**src/rtl/l2recv_pkg.sv**
```systemverilog
// rtl/l2recv_pkg.sv - bus command encodings, agent ids and shared types for l2recv
package l2recv_pkg;

  localparam int SLOT_LEN = 8;
  localparam logic [2:0] LAST_CYCLE = 3'(SLOT_LEN - 1);

  localparam logic [2:0] CMD_BUSRD   = 3'd1;
  localparam logic [2:0] CMD_BUSRDX  = 3'd2;
  localparam logic [2:0] CMD_BUSUPGR = 3'd3;
  localparam logic [2:0] CMD_FLUSH   = 3'd4;

  localparam logic [1:0] BUSID_L2 = 2'd2;

  typedef enum logic [1:0] {
    SLOT_IGNORE,
    SLOT_FILL,
    SLOT_FILL_BUSY,
    SLOT_SNOOP
  } slot_kind_e;

  typedef struct packed {
    logic [2:0]  cmd;
    logic [4:0]  tag;
    logic [25:0] addr;
  } snoop_entry_t;

  function automatic logic is_snoop_cmd(input logic [2:0] cmd);
    return (cmd == CMD_BUSRD) || (cmd == CMD_BUSRDX) || (cmd == CMD_BUSUPGR);
  endfunction

endpackage

```
**src/rtl/l2recv_snoopq.sv**
```systemverilog
// rtl/l2recv_snoopq.sv - 2-entry FIFO of foreign coherence commands for l2tag
module l2recv_snoopq
  import l2recv_pkg::*;
(
  input  logic         clk,
  input  logic         rst,
  input  logic         push,
  input  snoop_entry_t push_entry,
  input  logic         pop,
  output snoop_entry_t head,
  output logic         full,
  output logic         empty
);

  snoop_entry_t entries [2];
  logic         wr_ptr;
  logic         rd_ptr;
  logic [1:0]   count;
  logic         do_push;
  logic         do_pop;

  assign full    = (count == 2'd2);
  assign empty   = (count == 2'd0);
  assign do_pop  = pop & ~empty;
  // a pop in the same cycle frees the slot the push needs
  assign do_push = push & (~full | do_pop);
  assign head    = entries[rd_ptr];

  always_ff @(posedge clk or negedge rst) begin
    if (!rst) begin
      wr_ptr <= 1'b0;
      rd_ptr <= 1'b0;
      count  <= 2'd0;
    end else begin
      if (do_push) wr_ptr <= ~wr_ptr;
      if (do_pop)  rd_ptr <= ~rd_ptr;
      case ({do_push, do_pop})
        2'b10:   count <= count + 2'd1;
        2'b01:   count <= count - 2'd1;
        default: count <= count;
      endcase
    end
  end

  always_ff @(posedge clk) begin
    if (do_push) entries[wr_ptr] <= push_entry;
  end

endmodule

```
**src/rtl/l2recv.sv**
```systemverilog
// rtl/l2recv.sv - L2 bus receiver: captures FLUSH fills, queues foreign snoops, nacks when full
module l2recv
  import l2recv_pkg::*;
#(
  parameter logic [1:0] BUSID = BUSID_L2
) (
  input  logic        clk,
  input  logic        rst,
  input  logic        bus_valid,
  input  logic [2:0]  bus_cmd,
  input  logic [4:0]  bus_tag,
  input  logic [25:0] bus_addr,
  input  logic [63:0] bus_data,
  input  logic        bus_l2_grant,
  input  logic        bus_nack,
  output logic        l2_bus_nack,
  output logic        l2recv_fill_valid,
  output logic [2:0]  l2recv_fill_tag,
  output logic [25:0] l2recv_fill_addr,
  output logic [63:0] l2recv_fill_data,
  output logic        l2recv_fill_last,
  input  logic        l2data_fill_ready,
  output logic        l2recv_snoop_valid,
  output logic [2:0]  l2recv_snoop_cmd,
  output logic [4:0]  l2recv_snoop_tag,
  output logic [25:0] l2recv_snoop_addr,
  input  logic        l2tag_snoop_ready,
  output logic        l2recv_idle
);

  logic [2:0]   bus_cycle_r;
  logic         own_slot_r;
  logic         capturing_r;
  slot_kind_e   kind_r;
  slot_kind_e   kind_next;
  snoop_entry_t slot_r;
  logic [2:0]   fill_tag_r;
  logic [25:0]  fill_addr_r;
  logic         fill_valid_r;
  logic [2:0]   fill_idx_r;
  logic [63:0]  line_buf [SLOT_LEN];

  logic         slot_start;
  logic         slot_end;
  logic         buf_we;
  logic         q_push;
  logic         q_pop;
  logic         q_full;
  logic         q_empty;
  snoop_entry_t q_head;

  assign slot_start = (bus_cycle_r == 3'd0);
  assign slot_end   = (bus_cycle_r == LAST_CYCLE);

  always_comb begin
    kind_next = SLOT_IGNORE;
    if (bus_valid && !own_slot_r) begin
      if (bus_cmd == CMD_FLUSH && bus_tag[4:3] == BUSID)
        kind_next = fill_valid_r ? SLOT_FILL_BUSY : SLOT_FILL;
      else if (is_snoop_cmd(bus_cmd) && bus_tag[4:3] != BUSID)
        kind_next = SLOT_SNOOP;
    end
  end

  assign q_pop = ~q_empty & l2tag_snoop_ready;

  always_comb begin
    l2_bus_nack = 1'b0;
    q_push      = 1'b0;
    if (slot_end) begin
      case (kind_r)
        SLOT_FILL_BUSY: l2_bus_nack = 1'b1;
        SLOT_SNOOP: begin
          if (q_full && !q_pop) l2_bus_nack = 1'b1;
          else if (!bus_nack)   q_push = 1'b1;
        end
        default: ;
      endcase
    end
  end

  always_ff @(posedge clk or negedge rst) begin
    if (!rst) begin
      bus_cycle_r  <= 3'd0;
      own_slot_r   <= 1'b0;
      capturing_r  <= 1'b0;
      kind_r       <= SLOT_IGNORE;
      slot_r       <= '0;
      fill_tag_r   <= 3'd0;
      fill_addr_r  <= 26'd0;
      fill_valid_r <= 1'b0;
      fill_idx_r   <= 3'd0;
    end else begin
      bus_cycle_r <= bus_cycle_r + 3'd1;
      if (slot_end) own_slot_r <= bus_l2_grant;
      if (slot_start) begin
        kind_r <= kind_next;
        slot_r <= '{cmd: bus_cmd, tag: bus_tag, addr: bus_addr};
        if (kind_next == SLOT_FILL) begin
          capturing_r <= 1'b1;
          fill_tag_r  <= bus_tag[2:0];
          fill_addr_r <= bus_addr;
        end
      end
      // a fill nacked by anyone on the bus is dropped: the line was not transferred
      if (slot_end && capturing_r) begin
        capturing_r <= 1'b0;
        if (!bus_nack) begin
          fill_valid_r <= 1'b1;
          fill_idx_r   <= 3'd0;
        end
      end
      if (fill_valid_r && l2data_fill_ready) begin
        fill_idx_r <= fill_idx_r + 3'd1;
        if (fill_idx_r == LAST_CYCLE) fill_valid_r <= 1'b0;
      end
    end
  end

  assign buf_we = (slot_start && kind_next == SLOT_FILL) || (capturing_r && !slot_start);

  always_ff @(posedge clk) begin
    if (buf_we) line_buf[bus_cycle_r] <= bus_data;
  end

  l2recv_snoopq u_snoopq (
    .clk        (clk),
    .rst        (rst),
    .push       (q_push),
    .push_entry (slot_r),
    .pop        (q_pop),
    .head       (q_head),
    .full       (q_full),
    .empty      (q_empty)
  );

  assign l2recv_fill_valid  = fill_valid_r;
  assign l2recv_fill_tag    = fill_tag_r;
  assign l2recv_fill_addr   = fill_addr_r;
  assign l2recv_fill_data   = line_buf[fill_idx_r];
  assign l2recv_fill_last   = (fill_idx_r == LAST_CYCLE);
  assign l2recv_snoop_valid = ~q_empty;
  assign l2recv_snoop_cmd   = q_head.cmd;
  assign l2recv_snoop_tag   = q_head.tag;
  assign l2recv_snoop_addr  = q_head.addr;
  assign l2recv_idle        = ~capturing_r & ~fill_valid_r & q_empty;

endmodule
```
**config.mk**
```make
export PLATFORM = sky130hd
export DESIGN_NAME = l2recv
export DESIGN_NICKNAME = d
export VERILOG_FILES = /design/src/rtl/l2recv_pkg.sv /design/src/rtl/l2recv_snoopq.sv /design/src/rtl/l2recv.sv
export SDC_FILE = /design/constraint.sdc
export NUM_CORES = 1
export LEC_CHECK = 0
export CORE_MARGIN = 8
export CORE_UTILIZATION = 40
export CTS_BUF_LIST = sky130_fd_sc_hd__clkbuf_4 sky130_fd_sc_hd__clkbuf_8
export DETAILED_ROUTE_END_ITERATION = 10
export PLACE_DENSITY_LB_ADDON = 0.2
export SETUP_SLACK_MARGIN = 0.4
export SYNTH_ARGS = -nofsm -noshare
export SYNTH_HDL_FRONTEND = slang
export SYNTH_SLANG_ARGS = --single-unit
export TNS_END_PERCENT = 30
```
**constraint.sdc**
```tcl
create_clock -name clk -period 6.7 [get_ports clk]
set_clock_uncertainty 0.15 [all_clocks]
set_input_delay 2.01 -clock clk [delete_from_list [all_inputs] [get_ports clk]]
set_output_delay 2.01 -clock clk [all_outputs]
set_load 0.01 [all_outputs]
```
==> flow_summary.json <==
{
  "status": "complete, no violations",
  "grt_first_pass_wirelength_um": 80400,
  "post_cts_resized": 0,
  "core-area_sq_um": 61500,
  "yosysWarnings": 0,
  "crit_path_end_kind": "output port",
  "drv_cap": 0,
  "relSlewSlack": 0.241,
  "cp_cell_sequence": "clkdlybuf4s50_1 > nor2_1 > a21boi_0 > nor2_1 > clkdlybuf4s50_1",
  "hp-class": "reg2reg",
  "synth.avg_cell_area_sq_um": 23.3,
  "crit_fanout": 2,
  "hold_viol": 0,
  "track_usage": 0.152,
  "grt_busiest_layer": "met2",
  "cts_root_buffer": "clkbuf_8",
  "critical-path-slowest-cell": "clkdlybuf4s50_1",
  "synth_area_sq_um": 24800,
  "ys_types": 32,
  "path_clk_slew_ns": 0.06,
  "postLayoutCellArea_sq_um": 30400,
  "synthTopCellsByCount": "580 x edfxtp_1, 161 x mux2_2, 128 x mux4_2",
  "h-tree-depth": 3,
  "clock.fmax_mhz": 178,
  "synthTopCellsByArea": "edfxtp_1 70%, mux4_2 12%, dfrtp_1 7.9%",
  "met1_usage": 0.194,
  "p_sw_frac": 0.222,
  "wirelength_um": 53800,
  "drv_slew": 0,
  "vias": 11500,
  "row_count": 91,
  "synth_ff_type": "edfxtp_1",
  "synth-seq-cells": 658,
  "place_area_sq_um": 28200,
  "hold_buffers": 0,
  "drc": 0,
  "rsz0062_at_grt": "false",
  "gp_congestion": 0.689,
  "dp_cells": 2063,
  "p_comb_frac": 0.114,
  "cp.arrival_ns": 3.47,
  "ir_drop_v": 0.000192,
  "synth_edf_count": 580,
  "first_global_vias": 12500,
  "fillers": 5040,
  "ys_seq_area_frac": 0.782,
  "fin_cells": 2269,
  "worstSetupPathType": "in2out",
  "start_util": 0.403,
  "grt_use_met3": 0.0470,
  "use_met2": 0.250,
  "grt_max_degree": 65,
  "dp_hpwl_um": 30900,
  "cts_tree": "built",
  "totalPowerFinal_uw": 9120,
  "cts_inserted_buffers": 108,
  "p_per_area_nw_per_um2": 300,
  "antenna_found_initial": 10,
  "drive_above_1_share": 0.342,
  "dieArea_sq_um": 70100,
  "power_frac_clock": 0.385,
  "avgRoutedWirePerCell_um": 23.7,
  "synth_area_leader_cell": "edfxtp_1",
  "post-cts-setup-buffers": 0,
  "intPower_uw": 7090,
  "gr-total-overflow": 0,
  "period_share": 0.841,
  "die_y_um": 265,
  "io_pins": 237,
  "pwr-share-seq": 0.501,
  "drt-initial-drc-count": 674,
  "area_delta_synth_final_pct": 22.9,
  "switchingPower_uw": 2030,
  "via_per_inst": 5.07,
  "firstDrtPassIters": 4,
  "synth_most_common_cell": "edfxtp_1",
  "cp_slowest_stage_delay_ns": 0.59,
  "tightest_slew_ns": 1.14,
  "leakage_uw": 0.00996,
  "postSynth.asyncResetShare": 0.119,
  "clkSinkCount": 658,
  "synthCells": 1062,
  "layout.nets": 1494,
  "fin_crit_ns": 5.63,
  "port_buffers": 236,
  "finalSetupViolCount": 0,
  "clk_latency_ns": 0.68,
  "cp_data_required_time_ns": 4.54,
  "synth_largest_type_area_fraction": 0.703,
  "route.antenna.remaining_nets": 0,
  "final_util": 0.495,
  "die_width_um": 265,
  "critPathLaunchType": "primary input",
  "synth.net_count": 1173,
  "clockBufferDepth": 3
}
## per-layer routing
| metal | wire length (um) | up-vias | share of wire |
|---|---|---|---|
| met1 | 22900 | 6081 | 0.43 |
| met3 | 3250 | 97 | 0.060 |
| met5 | 77 | - | 0.0014 |
| met4 | 1050 | 12 | 0.019 |
| li1 | - | 5067 | - |
| met2 | 26500 | 250 | 0.49 |
## power groups by stage
stage               clock, uW  combinational, uW  sequential, uW
global route             3790               1120            4580
finish                   3510               1040            4570
detailed placement          0               1070            4660
floorplan                   0                637            4590
CTS                      3620               1070            4570
global placement            0               1060            4660
## logic make-up after synthesis
logic type / after synthesis / share of synthesized area
adder cells (fa/ha/maj): 6 / 0.00303
XOR/XNOR: 5 / 0.00177
buffers and inverters: 51 / 0.0117
AO/OA/AOI/OAI: 9 / 0.00253
multiplexers: 291 / 0.191
flip-flops: 658 / 0.782
AND/OR/NAND/NOR: 42 / 0.00814
## worst paths after layout
path	startpoint	endpoint	slack [ns]	cells past startpoint
worst min-delay path	slot_r[19]	u_snoopq.entries[1][19]	0.31	0
worst max-delay path	l2tag_snoop_ready	l2_bus_nack	1.07	5
max in group asynchronous	rst	fill_idx_r[2]	4.24	2
min in group asynchronous	rst	l2recv_fill_addr[15]	1.17	1
worst min register to register	slot_r[19]	u_snoopq.entries[1][19]	0.31	0
worst max register to register	bus_cycle_r[1]	line_buf[5][42]	3.29	8
## stage by stage
stage / setup WS (ns) / TNS [ns] / hold WS [ns]
2_1_floorplan: -0.982 / -62.84 / 0.282
3_3_place_gp: 1.04 / 0 / 0.291
3_5_place_dp: 1.07 / 0 / 0.302
4_1_cts: 0.928 / 0 / 0.313
5_1_grt: 0.856 / 0 / 0.323
6_report: 1.07 / 0 / 0.312
## area by class of cell
type | instances | area (sq um) | share of cell area
Antenna cell | 8 | 20.0 | 0.000658
Clock buffer | 155 | 1860 | 0.0613
Clock inverter | 43 | 329 | 0.0108
Inverter | 3 | 11.3 | 0.000370
Multi-Input combinational cell | 353 | 5180 | 0.170
Sequential cell | 658 | 19400 | 0.637
Tap cell | 790 | 988 | 0.0325
Timing Repair Buffer | 259 | 2650 | 0.0870
## state kept, by name (all words and copies together) (netlist names)
register,cells
slot_r,34
u_snoopq.rd_ptr,1
l2recv_fill_tag,3
l2recv_fill_valid,1
l2recv_fill_addr,26
capturing_r,1
u_snoopq.entries,68
u_snoopq.count,2
kind_r,2
u_snoopq.wr_ptr,1
own_slot_r,1
line_buf,512
bus_cycle_r,3
fill_idx_r,3
## worst max-delay path: cells and delay by family
| kind | cells | cell delay, ns |
|---|---|---|
| and+or+nand+nor | 2 | 0.32 |
| buffers and inverters | 2 | 1.03 |
| AOI/OAI and AO/OA | 1 | 0.12 |
## placed cells by master, fill, tap and decap left out, types with 10 or more instances in the layout
| cell type | count |
|---|---|
| buf_4 | 15 |
| clkbuf_4 | 43 |
| clkbuf_8 | 112 |
| clkdlybuf4s50_1 | 235 |
| clkinv_1 | 24 |
| dfrtp_1 | 75 |
| edfxtp_1 | 580 |
| mux2_2 | 161 |
| mux4_2 | 128 |
| nand2_1 | 10 |
No activity file was read; power rests on OpenSTA's default activity.
